[src/rtl/alu_lbist_engine_pkg.sv]
// Shared definitions for the ALU logic-BIST engine:
// register map, FSM encoding and the op-index to ALU-op table.
package alu_lbist_pkg;

  localparam logic [7:0] REG_CTRL     = 8'h00;
  localparam logic [7:0] REG_STATUS   = 8'h04;
  localparam logic [7:0] REG_GOLDEN   = 8'h08;
  localparam logic [7:0] REG_SIG      = 8'h0C;
  localparam logic [7:0] REG_SEED     = 8'h10;
  localparam logic [7:0] REG_RUN_CNT  = 8'h14;
  localparam logic [7:0] REG_FAIL_CNT = 8'h18;

  localparam logic [1:0] ST_IDLE  = 2'd0;
  localparam logic [1:0] ST_ARMED = 2'd1;
  localparam logic [1:0] ST_RUN   = 2'd2;
  localparam logic [1:0] ST_CHECK = 2'd3;

  typedef enum logic [1:0] {
    ALU_ADD,
    ALU_XOR,
    ALU_SLL,
    ALU_SLT
  } alu_op_e;

  // The wrapper maps op_sel onto the real ALU operator through this table
  function automatic alu_op_e op_of(input logic [1:0] idx);
    alu_op_e op;
    unique case (idx)
      2'd0:    op = ALU_ADD;
      2'd1:    op = ALU_XOR;
      2'd2:    op = ALU_SLL;
      default: op = ALU_SLT;
    endcase
    return op;
  endfunction

endpackage

[src/rtl/alu_lbist_engine_if.sv]
// APB slave bus bundle for the ALU logic-BIST engine.
// Zero-wait-state peripheral; the engine is the slave side.
interface alu_lbist_engine_if;
  logic [31:0] paddr_i;
  logic        psel_i;
  logic        penable_i;
  logic        pwrite_i;
  logic [31:0] pwdata_i;
  logic [31:0] prdata_o;
  logic        pready_o;
  logic        pslverr_o;

  modport master (
    output paddr_i, psel_i, penable_i, pwrite_i, pwdata_i,
    input  prdata_o, pready_o, pslverr_o
  );

  modport slave (
    input  paddr_i, psel_i, penable_i, pwrite_i, pwdata_i,
    output prdata_o, pready_o, pslverr_o
  );
endinterface

[src/rtl/alu_lbist_engine_lfsr_misr.sv]
// Galois shift register; with DATA_EN it folds a data word in
// every step (MISR), without it it is a free-running LFSR.
module lbist_lfsr_misr #(
  parameter int               WIDTH   = 32,
  parameter logic [WIDTH-1:0] POLY    = WIDTH'(32'h8020_0003),
  parameter bit               DATA_EN = 1'b0
) (
  input  logic             clk,
  input  logic             rst_n,
  input  logic             load,
  input  logic [WIDTH-1:0] seed,
  input  logic             step,
  input  logic [WIDTH-1:0] data,
  output logic [WIDTH-1:0] state
);

  logic [WIDTH-1:0] fb;
  logic [WIDTH-1:0] din;
  logic [WIDTH-1:0] nxt;

  assign fb  = state[WIDTH-1] ? POLY : '0;
  assign din = DATA_EN ? data : '0;
  assign nxt = {state[WIDTH-2:0], 1'b0} ^ fb ^ din;

  always_ff @(posedge clk or negedge rst_n) begin
    if (!rst_n) begin
      state <= '0;
    end else if (load) begin
      state <= seed;
    end else if (step) begin
      state <= nxt;
    end
  end

endmodule

[src/rtl/alu_lbist_engine.sv]
// Runtime logic-BIST for the ALU: LFSR patterns per op, MISR
// compaction, golden compare and an APB register block.
module alu_lbist_engine
  import alu_lbist_pkg::*;
#(
  parameter int                    DATA_WIDTH      = 32,
  parameter int                    NUM_OPS         = 4,
  parameter int                    PATTERNS_PER_OP = 16,
  parameter logic [DATA_WIDTH-1:0] LFSR_POLY       =
    DATA_WIDTH'(32'h8020_0003),
  localparam int OW = (NUM_OPS > 1) ? $clog2(NUM_OPS) : 1
) (
  input  logic                  clk_i,
  input  logic                  rst_ni,
  input  logic                  idle_i,
  output logic                  bist_active_o,
  output logic [DATA_WIDTH-1:0] pat_a_o,
  output logic [DATA_WIDTH-1:0] pat_b_o,
  output logic [OW-1:0]         op_sel_o,
  input  logic [DATA_WIDTH-1:0] dut_result_i,
  alu_lbist_engine_if.slave     apb,
  output logic                  error_irq_o
);

  localparam int PPO = PATTERNS_PER_OP;
  localparam int PW  = (PPO > 1) ? $clog2(PPO) : 1;
  localparam int HW  = DATA_WIDTH / 2;
  localparam logic [OW-1:0] OP_LAST  = OW'(NUM_OPS - 1);
  localparam logic [PW-1:0] PAT_LAST = PW'(PPO - 1);

  logic [1:0]            state_q;
  logic [1:0]            state_d;
  logic                  auto_q;
  logic                  auto_d;
  logic                  irq_en_q;
  logic                  done_q;
  logic                  fail_q;
  logic                  abort_q;
  logic [DATA_WIDTH-1:0] golden_q;
  logic [DATA_WIDTH-1:0] seed_q;
  logic [DATA_WIDTH-1:0] sig_q;
  logic [15:0]           run_cnt_q;
  logic [15:0]           fail_cnt_q;
  logic [OW-1:0]         op_q;
  logic [PW-1:0]         pat_q;
  logic [DATA_WIDTH-1:0] lfsr;
  logic [DATA_WIDTH-1:0] misr;
  logic [DATA_WIDTH-1:0] lfsr_seed;

  logic       access;
  logic       wr;
  logic [7:0] addr;
  logic       wr_ctrl;
  logic       wr_stat;
  logic       run;
  logic       step;
  logic       enter_run;
  logic       last;
  logic       check;
  logic       abort;
  logic       mismatch;
  logic       busy;
  logic [31:0] rdata;
  logic        rerr;
  logic        unused_apb;

  assign access  = apb.psel_i & apb.penable_i;
  assign wr      = access & apb.pwrite_i;
  assign addr    = apb.paddr_i[7:0];
  assign wr_ctrl = wr & (addr == REG_CTRL);
  assign wr_stat = wr & (addr == REG_STATUS);
  assign auto_d  = wr_ctrl ? apb.pwdata_i[1] : auto_q;

  assign run       = state_q == ST_RUN;
  assign step      = run & idle_i;
  assign abort     = run & ~idle_i;
  assign check     = state_q == ST_CHECK;
  assign busy      = state_q != ST_IDLE;
  assign last      = step & (op_q == OP_LAST) & (pat_q == PAT_LAST);
  assign enter_run = (state_q == ST_ARMED) & (state_d == ST_RUN);
  assign mismatch  = misr != golden_q;

  // Zero seed would lock the LFSR at zero forever
  assign lfsr_seed = (seed_q == '0) ? DATA_WIDTH'(1) : seed_q;

  always_comb begin
    state_d = state_q;
    unique case (state_q)
      ST_IDLE: begin
        if ((wr_ctrl & apb.pwdata_i[0]) | auto_q) state_d = ST_ARMED;
      end
      ST_ARMED: begin
        if (wr_ctrl & ~apb.pwdata_i[1] & auto_q) state_d = ST_IDLE;
        else if (idle_i)                         state_d = ST_RUN;
      end
      ST_RUN: begin
        if (!idle_i)   state_d = ST_ARMED;
        else if (last) state_d = ST_CHECK;
      end
      ST_CHECK: state_d = auto_d ? ST_ARMED : ST_IDLE;
      default:  state_d = ST_IDLE;
    endcase
  end

  always_ff @(posedge clk_i or negedge rst_ni) begin
    if (!rst_ni) begin
      state_q <= ST_IDLE;
      op_q    <= '0;
      pat_q   <= '0;
    end else begin
      state_q <= state_d;
      if (enter_run || last) begin
        op_q  <= '0;
        pat_q <= '0;
      end else if (step) begin
        if (pat_q == PAT_LAST) begin
          pat_q <= '0;
          op_q  <= op_q + 1'b1;
        end else begin
          pat_q <= pat_q + 1'b1;
        end
      end
    end
  end

  always_ff @(posedge clk_i or negedge rst_ni) begin
    if (!rst_ni) begin
      auto_q     <= 1'b0;
      irq_en_q   <= 1'b0;
      done_q     <= 1'b0;
      fail_q     <= 1'b0;
      abort_q    <= 1'b0;
      golden_q   <= '0;
      seed_q     <= '0;
      sig_q      <= '0;
      run_cnt_q  <= '0;
      fail_cnt_q <= '0;
    end else begin
      if (wr_ctrl) begin
        auto_q   <= apb.pwdata_i[1];
        irq_en_q <= apb.pwdata_i[2];
      end
      if (wr & (addr == REG_GOLDEN)) golden_q <= apb.pwdata_i[DATA_WIDTH-1:0];
      if (wr & (addr == REG_SEED))   seed_q   <= apb.pwdata_i[DATA_WIDTH-1:0];
      // A status bit being set outranks a W1C in the same cycle
      done_q  <= check | (done_q & ~(wr_stat & apb.pwdata_i[1]));
      fail_q  <= (check & mismatch) |
                 (fail_q & ~(wr_stat & apb.pwdata_i[2]));
      abort_q <= abort | (abort_q & ~(wr_stat & apb.pwdata_i[3]));
      if (check) begin
        sig_q <= misr;
        if (run_cnt_q != 16'hFFFF) run_cnt_q <= run_cnt_q + 16'd1;
        if (mismatch && fail_cnt_q != 16'hFFFF) begin
          fail_cnt_q <= fail_cnt_q + 16'd1;
        end
      end
    end
  end

  lbist_lfsr_misr #(
    .WIDTH  (DATA_WIDTH),
    .POLY   (LFSR_POLY),
    .DATA_EN(1'b0)
  ) u_lfsr (
    .clk  (clk_i),
    .rst_n(rst_ni),
    .load (enter_run),
    .seed (lfsr_seed),
    .step (step),
    .data ('0),
    .state(lfsr)
  );

  lbist_lfsr_misr #(
    .WIDTH  (DATA_WIDTH),
    .POLY   (LFSR_POLY),
    .DATA_EN(1'b1)
  ) u_misr (
    .clk  (clk_i),
    .rst_n(rst_ni),
    .load (enter_run),
    .seed ('0),
    .step (step),
    .data (dut_result_i),
    .state(misr)
  );

  assign bist_active_o = step;
  assign pat_a_o       = run ? lfsr : '0;
  assign pat_b_o       = run ? {lfsr[HW-1:0], lfsr[DATA_WIDTH-1:HW]} : '0;
  assign op_sel_o      = run ? op_q : '0;
  assign error_irq_o   = fail_q & irq_en_q;

  always_comb begin
    rdata = '0;
    rerr  = 1'b0;
    unique case (1'b1)
      addr == REG_CTRL:     rdata = {29'd0, irq_en_q, auto_q, 1'b0};
      addr == REG_STATUS:   rdata = {28'd0, abort_q, fail_q, done_q, busy};
      addr == REG_GOLDEN:   rdata = 32'(golden_q);
      addr == REG_SIG:      rdata = 32'(sig_q);
      addr == REG_SEED:     rdata = 32'(seed_q);
      addr == REG_RUN_CNT:  rdata = {16'd0, run_cnt_q};
      addr == REG_FAIL_CNT: rdata = {16'd0, fail_cnt_q};
      default:              rerr  = 1'b1;
    endcase
  end

  assign apb.prdata_o  = (access & ~apb.pwrite_i) ? rdata : '0;
  assign apb.pslverr_o = access & rerr;
  assign apb.pready_o  = 1'b1;

  assign unused_apb = ^{apb.paddr_i[31:8], apb.pwdata_i};

endmodule

[src/flat_wrapper.sv]
// flat-port wrapper written by rule: the top's interface ports become plain ports
module alu_lbist_engine_flat import alu_lbist_pkg::*;
#(
  parameter int                    DATA_WIDTH      = 32,
  parameter int                    NUM_OPS         = 4,
  parameter int                    PATTERNS_PER_OP = 16,
  parameter logic [DATA_WIDTH-1:0] LFSR_POLY       =
    DATA_WIDTH'(32'h8020_0003),
  localparam int OW = (NUM_OPS > 1) ? $clog2(NUM_OPS) : 1
)
  (clk_i, rst_ni, idle_i, bist_active_o, pat_a_o, pat_b_o, op_sel_o, dut_result_i, error_irq_o, apb_paddr_i, apb_psel_i, apb_penable_i, apb_pwrite_i, apb_pwdata_i, apb_prdata_o, apb_pready_o, apb_pslverr_o);
  alu_lbist_engine_if apb_i ();
  input  logic clk_i;
  input  logic rst_ni;
  input  logic idle_i;
  output logic bist_active_o;
  output logic [DATA_WIDTH-1:0] pat_a_o;
  output logic [DATA_WIDTH-1:0] pat_b_o;
  output logic [OW-1:0] op_sel_o;
  input  logic [DATA_WIDTH-1:0] dut_result_i;
  output logic error_irq_o;
  input wire logic [$bits(apb_i.paddr_i)-1:0] apb_paddr_i;
  input wire logic [$bits(apb_i.psel_i)-1:0] apb_psel_i;
  input wire logic [$bits(apb_i.penable_i)-1:0] apb_penable_i;
  input wire logic [$bits(apb_i.pwrite_i)-1:0] apb_pwrite_i;
  input wire logic [$bits(apb_i.pwdata_i)-1:0] apb_pwdata_i;
  output wire logic [$bits(apb_i.prdata_o)-1:0] apb_prdata_o;
  output wire logic [$bits(apb_i.pready_o)-1:0] apb_pready_o;
  output wire logic [$bits(apb_i.pslverr_o)-1:0] apb_pslverr_o;
  assign apb_i.paddr_i = apb_paddr_i;
  assign apb_i.psel_i = apb_psel_i;
  assign apb_i.penable_i = apb_penable_i;
  assign apb_i.pwrite_i = apb_pwrite_i;
  assign apb_i.pwdata_i = apb_pwdata_i;
  assign apb_prdata_o = apb_i.prdata_o;
  assign apb_pready_o = apb_i.pready_o;
  assign apb_pslverr_o = apb_i.pslverr_o;
  alu_lbist_engine #(.DATA_WIDTH(DATA_WIDTH), .NUM_OPS(NUM_OPS), .PATTERNS_PER_OP(PATTERNS_PER_OP), .LFSR_POLY(LFSR_POLY)) u_core (.clk_i(clk_i), .rst_ni(rst_ni), .idle_i(idle_i), .bist_active_o(bist_active_o), .pat_a_o(pat_a_o), .pat_b_o(pat_b_o), .op_sel_o(op_sel_o), .dut_result_i(dut_result_i), .apb(apb_i), .error_irq_o(error_irq_o));
endmodule
[config.mk]
export PLATFORM = sky130hd
export DESIGN_NAME = alu_lbist_engine_flat
export DESIGN_NICKNAME = d
export VERILOG_FILES = /design/src/rtl/alu_lbist_engine_pkg.sv /design/src/rtl/alu_lbist_engine_if.sv /design/src/rtl/alu_lbist_engine_lfsr_misr.sv /design/src/rtl/alu_lbist_engine.sv /design/src/flat_wrapper.sv
export SDC_FILE = /design/constraint.sdc
export NUM_CORES = 1
export LEC_CHECK = 0
export BUFFER_PORTS_ARGS = -buffer_cell sky130_fd_sc_hd__buf_2
export CORE_ASPECT_RATIO = 1.25
export CORE_MARGIN = 3
export CORE_UTILIZATION = 25
export DETAILED_ROUTE_END_ITERATION = 16
export PLACE_DENSITY = 0.54
export SLEW_MARGIN = 20
export SYNTH_ARGS = -nofsm -noshare
export SYNTH_HDL_FRONTEND = slang
export SYNTH_SLANG_ARGS = --single-unit
[constraint.sdc]
create_clock -name clk_i -period 9.2 [get_ports clk_i]
set_input_delay 2.76 -clock clk_i [delete_from_list [all_inputs] [get_ports clk_i]]
set_output_delay 2.76 -clock clk_i [all_outputs]
set_load 0.1 [all_outputs]
==> qor.csv, run 1 <==
stage;metric;value;unit
floorplan;Die W;190;µm
cts;htree depth;1;
floorplan;Die ar.;44900;µm²
timing;post-route setup TNS;0;ns
timing;clk_skew;0.0126;ns
yosys;Seq cells post-synth;205;
layout;area growth from synthesis to layout;19.1;%
yosys;Yosys top cell by area;dfrtp_1;
critical_path;Worst setup EP type;primary output;
critical_path;Max Fanout on Critical Path;40;
placement;GPL Wtd Cong;0.806;
cts;Root Driver;clkbuf_16;
critical_path;r2r endpoint;u_core.pat_q[3];
critical_path;worst reg2reg startpoint;u_core.state_q[1];
global_routing;GRT Overall Usage;14.6;%
global_routing;initial antenna violation count;5;
floorplan;core area;41400;µm²
power;maximum VDD drop;0.000107;V
cts;CTS sink count;205;
yosys;Netlist cell types;43;
critical_path;crit path from;apb_paddr_i[2];
placement;hpwl dp;24300;µm
critical_path;critical-path cell list;buf_2, and3_1, a22oi_1, a31oi_1, buf_2;
yosys;cell count after synthesis;1056;
floorplan;IO Pins;204;
timing;worst-margin pin slew;1.04;ns
power;Cell Pwr Density;231;nW/µm²
run_status;status;completed;
global_routing;total grt overflow;0;
routing;vias per cell;4.68;
timing;Final min period;8.05;ns
routing;remaining routing DRC violations;0;
layout;final design utilization;30.4;%
yosys;Synth warnings;0;
cts;Reg clk slew, reported paths;0.06;ns
yosys;top cell type's share of synthesized area;48.5;%
routing;Routed Antenna Nets;0;
floorplan;row count;83;
cts;CTS tree;done;
critical_path;most used cell, CP;buf_2;
critical_path;Arr. time, crit path;5.29;ns
layout;# nets final;1282;
yosys;synthesized area per cell;10.0;µm²
floorplan;Die H;236;µm
floorplan;initial core utilization;25.6;%
job;max cap viols;0;
timing;unrepaired setup endpoints after global routing;false;
global_routing;first-pass GRT wire length;51100;µm
placement;Place WS;1.19;ns
global_routing;vias in the first global route;8364;
timing;final setup fails;0;
routing;Initial DRC Count;465;
critical_path;WP data required;6.44;ns
yosys;sequential share of the synthesized area;48.5;%
timing;Slew Limit Fails;0;
layout;most frequent cells in the layout;dfrtp_1, buf_2, nand2_1;
placement;PortBufs;178;
cts;number of hold buffers added after CTS;0;
critical_path;Reg2Reg Depth;8;
yosys;Cell Area, Synth;10600;µm²
yosys;syn_nets;1162;
critical_path;crit path launch type;input port;
power;Total Power;2.91;mW
cts;post-CTS setup buffers;0;
layout;commonest non-fill, non-tap cell in the layout;dfrtp_1;
cts;Num CTS Buffers;22;
cts;Clock Path Buffers;3;
timing;Setup WS post-layout;1.15;ns
power;leakage power;6.20;nW
critical_path;critical path endpoint;apb_prdata_o[0];
critical_path;slowest stage cell on the critical path;buf_2;
timing;Final period util;87.4;%
timing;slew margin rel.;30.4;%
timing;Max Fclk;124;MHz
critical_path;register-to-register setup slack;5.99;ns
yosys;top post-synthesis cells by area;dfrtp_1, mux2_2, nand2_1;
routing;via count;8171;
timing;Final Hold Fails;0;
critical_path;critical path class;in -> out;
routing;WL/cell;19.1;µm
global_routing;largest net degree at the start of global routing;95;
routing;DRT Pass-1 Iters;7;
cts;post-CTS resize count;0;
cts;insertion delay to the later sink of the worst-skew pair;0.51;ns
routing;WL final;33400;µm
min_path;Worst Hold Class;reg -> reg;
layout;layout cells sized above 1;28.1;%
critical_path;crit-path max cell delay;0.76;ns
## worst min-delay path by stage
stage | start | cells past startpoint | end | slack (ns)
after floorplan | u_core.sig_q[31] | 2 | u_core.sig_q[31] | 0.44
after global placement | u_core.sig_q[21] | 2 | u_core.sig_q[21] | 0.45
after detailed placement | u_core.sig_q[21] | 2 | u_core.sig_q[21] | 0.46
after CTS | u_core.sig_q[21] | 2 | u_core.sig_q[21] | 0.47
after global routing | u_core.sig_q[29] | 2 | u_core.sig_q[29] | 0.49
final | u_core.sig_q[3] | 2 | u_core.sig_q[3] | 0.47
## Yosys cell counts
cell      count
a211oi_1     30
a21oi_1      23
a221o_1       1
a221oi_1      1
a222oi_1     13
a22oi_1      47
a31oi_1       5
a32oi_1       2
and2_1       37
and3_1       11
and3_4        1
and4_2        1
and4b_1       1
buf_1        10
buf_2        14
buf_4        36
clkbuf_1     34
conb_1        1
dfrtp_1     205
ha_1          4
inv_1        36
mux2_2       96
mux2i_1       5
nand2_1     154
nand3_1      12
nand4_1      13
nand4_2       1
nor2_1       69
nor2b_1       4
nor3_1       13
nor3_2        1
nor3b_1       3
nor3b_2       1
nor4_1       20
nor4bb_1      1
o21a_1        1
o21a_4        1
o21ai_0      44
or3_1         2
or4_1         2
or4_4         1
xnor2_1      45
xor2_1       54
## cell families (layout without fill, tap and decap cells)
kind of cell / count (synthesis) / in the layout / synth area share (%)
other cells: 1 / 2 / 0.0354
mux: 101 / 101 / 10.7
flops: 205 / 205 / 48.5
simple gates: 348 / 348 / 15.4
xor+xnor: 99 / 99 / 8.19
compound gates: 168 / 168 / 10.7
buf+inv: 130 / 266 / 6.05
fa+ha+maj: 4 / 4 / 0.473
## layer usage
layer | vias to the layer above | global-route usage, % | wire, µm
met2 | 194 | 25.5 | 16700
li1 | 3868 | - | -
met3 | 41 | 2.76 | 1830
met4 | 8 | 3.47 | 659
met1 | 4060 | 18.7 | 14200
met5 | - | 0 | 54
## critical path: cells and delay by family
family / cells / cell delay (ns)
buffers and inverters: 2 / 1.26
and+or+nand+nor: 1 / 0.72
AOI/OAI and AO/OA: 2 / 0.52
## metrics by stage
stage | area (µm²) | hold WS [ns] | std cells
2_1_floorplan | 10600 | 0.440 | 1056
3_3_place_gp | 11800 | 0.453 | 1704
3_5_place_dp | 11800 | 0.458 | 1704
4_1_cts | 12600 | 0.475 | 1744
5_1_grt | 12600 | 0.491 | 1744
6_report | 12600 | 0.469 | 1745
## final cells by class
| class | count | area [µm²] |
|---|---|---|
| multi-input cells | 721 | 4830 |
| flip-flops and latches | 205 | 5130 |
| inverters | 36 | 135 |
| fillers | 4376 | 28800 |
| clock buffers | 28 | 614 |
| clock inverters | 12 | 213 |
| diodes | 1 | 2.50 |
| well taps | 552 | 691 |
| repair buffers | 190 | 990 |
## state kept, by name, indices dropped and copies added (netlist names)
name	count
u_core.sig_q	32
u_core.state_q	2
u_core.pat_q	4
u_core.fail_cnt_q	16
u_core.run_cnt_q	16
u_core.op_q	2
u_core.golden_q	32
u_core.seed_q	32
u_core.u_lfsr.state	32
u_core.u_misr.state	32
u_core.auto_q	1
u_core.done_q	1
u_core.fail_q	1
u_core.irq_en_q	1
u_core.abort_q	1
## power breakdown
group | total (mW) | switching (mW) | internal (mW)
logic | 0.659 | 0.431 | 0.228
registers | 1.24 | 0.182 | 1.06
clock network | 1.01 | 0.373 | 0.641
total | 2.91 | 0.987 | 1.93
(Power assumes the default switching activity.)
==> run 2, diff against run 1 <==
--- a/config.mk
+++ b/config.mk
@@ -8,9 +8,9 @@
 export BUFFER_PORTS_ARGS = -buffer_cell sky130_fd_sc_hd__buf_2
 export CORE_ASPECT_RATIO = 1.25
 export CORE_MARGIN = 3
-export CORE_UTILIZATION = 25
+export CORE_UTILIZATION = 60
 export DETAILED_ROUTE_END_ITERATION = 16
-export PLACE_DENSITY = 0.54
+export PLACE_DENSITY = 0.95
 export SLEW_MARGIN = 20
 export SYNTH_ARGS = -nofsm -noshare
 export SYNTH_HDL_FRONTEND = slang
==> qor.csv, run 2 (synthesized netlist as in run 1, its figures left out) <==
stage;metric;value;unit
cts;CTS sink count;205;
cts;insertion delay to the later sink of the worst-skew pair;0.49;ns
routing;vias per cell;6.45;
floorplan;Die ar.;19300;µm²
critical_path;Arr. time, crit path;5.33;ns
cts;CTS tree;done;
critical_path;WP buf/inv;3;
critical_path;critical path class;in -> out;
cts;htree depth;1;
routing;remaining routing DRC violations;0;
floorplan;IO Pins;204;
timing;unrepaired setup endpoints after global routing;false;
global_routing;vias in the first global route;8884;
timing;Slew Limit Fails;0;
timing;final setup fails;0;
placement;GPL Wtd Cong;0.934;
cts;post-CTS resize count;0;
layout;commonest non-fill, non-tap cell in the layout;dfrtp_1;
placement;PortBufs;178;
min_path;hold endpoint;u_core.sig_q[30];
critical_path;crit path launch type;input port;
power;maximum VDD drop;0.000167;V
critical_path;most used cell, CP;buf_2;
global_routing;GRT Overall Usage;31.1;%
layout;layout cells sized above 1;27.6;%
min_path;Worst Hold Class;reg -> reg;
routing;met3 wire length;3310;µm
timing;Max Fclk;124;MHz
power;Cell Pwr Density;224;nW/µm²
global_routing;initial antenna violation count;0;
timing;hold_ws;0.477;ns
timing;clk_skew;0.0176;ns
global_routing;largest net degree at the start of global routing;121;
job;max cap viols;0;
min_path;hold_sp;u_core.sig_q[30];
critical_path;worst reg2reg startpoint;u_core.state_q[1];
routing;WL/cell;22.0;µm
layout;most frequent cells in the layout;dfrtp_1, buf_2, nand2_1;
cts;number of hold buffers added after CTS;0;
routing;Initial DRC Count;1231;
routing;Routed Antenna Nets;0;
critical_path;Worst setup EP type;primary output;
timing;slew margin rel.;33.8;%
floorplan;row count;53;
routing;DRT Pass-1 Iters;8;
routing;Top Metal Used;met4;
critical_path;critical-path cell list;buf_2, nor3_2, nand2_1, nor3b_4, buf_4, a22oi_1, nor2_1, buf_2;
routing;via count;9037;
timing;Final Hold Fails;0;
floorplan;initial core utilization;62.1;%
layout;area growth from synthesis to layout;12.8;%
critical_path;WP data required;6.44;ns
routing;Metal-1 WL;10800;µm
timing;Final min period;8.09;ns
cts;post-CTS setup buffers;0;
cts;Reg clk slew, reported paths;0.07;ns
layout;Antenna Diode Count;0;
timing;Final period util;87.9;%
floorplan;Die W;125;µm
cts;Clock Path Buffers;3;
critical_path;Reg2Reg Depth;7;
floorplan;core area;17000;µm²
min_path;WHS Path Cells;2;
layout;# nets final;1279;
run_status;status;completed;
critical_path;Max Fanout on Critical Path;18;
critical_path;register-to-register setup slack;6.51;ns
cts;Root Driver;clkbuf_16;
critical_path;slowest stage cell on the critical path;nor3b_4;
timing;worst-margin pin slew;0.989;ns
cts;Num CTS Buffers;19;
global_routing;first-pass GRT wire length;48200;µm
placement;hpwl dp;20100;µm
timing;post-route setup TNS;0;ns
power;leakage power;6.09;nW
global_routing;total grt overflow;0;
critical_path;Crit path max-delay family;simple AND/OR/NAND/NOR gates;
critical_path;crit path from;apb_paddr_i[1];
routing;Met2 Routed Length;14700;µm
floorplan;Die H;155;µm
routing;WL final;30800;µm
critical_path;r2r endpoint;u_core.pat_q[3];
critical_path;crit-path max cell delay;0.76;ns
-- run 2: area by class of cell --
cell class / count / area, µm²
sequential: 205 / 5130
fill: 1084 / 5100
multi-input combinational: 721 / 4830
timing repair buffer: 190 / 993
clock buffer: 26 / 552
tap: 220 / 275
inverter: 36 / 135
clock inverter: 4 / 23.8
-- run 2: through the flow --
stage                     std cells  area (µm²)  total power, mW  setup slack [ns]  utilization, %
after floorplan                1056       10600             1.73             0.890               -
after global placement         1372       11400             1.87              1.29            66.7
after detailed placement       1372       11400             1.91              1.25            66.7
after CTS                      1402       11900             2.67              1.24            70.0
after global routing           1402       11900             2.78              1.09            70.1
final                          1402       11900             2.68              1.11            70.1
-- run 2: worst max path at each step --
stage	to	slack (ns)	cells after the start
after floorplan	apb_prdata_o[0]	0.89	8
after global placement	apb_prdata_o[31]	1.29	8
after detailed placement	apb_prdata_o[20]	1.25	8
after CTS	apb_prdata_o[20]	1.24	8
after global routing	apb_prdata_o[19]	1.09	8
final	apb_prdata_o[20]	1.11	8
-- run 2: tightest hold or removal path: stages (launching register included) --
cell and delay, ns:
dfrtp_1 0.34, nand2_1 0.05, nand2_1 0.05
-- run 2: power by group --
| part | internal [mW] | switching (mW) |
|---|---|---|
| Combinational | 0.228 | 0.443 |
| Sequential | 1.06 | 0.194 |
| Clock | 0.418 | 0.340 |
-- run 2: metal layers --
| layer | up-vias | GRT usage, % |
|---|---|---|
| met5 | - | 0 |
| met4 | 0 | 17.0 |
| met3 | 160 | 6.49 |
| met2 | 692 | 51.2 |
| met1 | 4332 | 38.7 |
| li1 | 3853 | - |
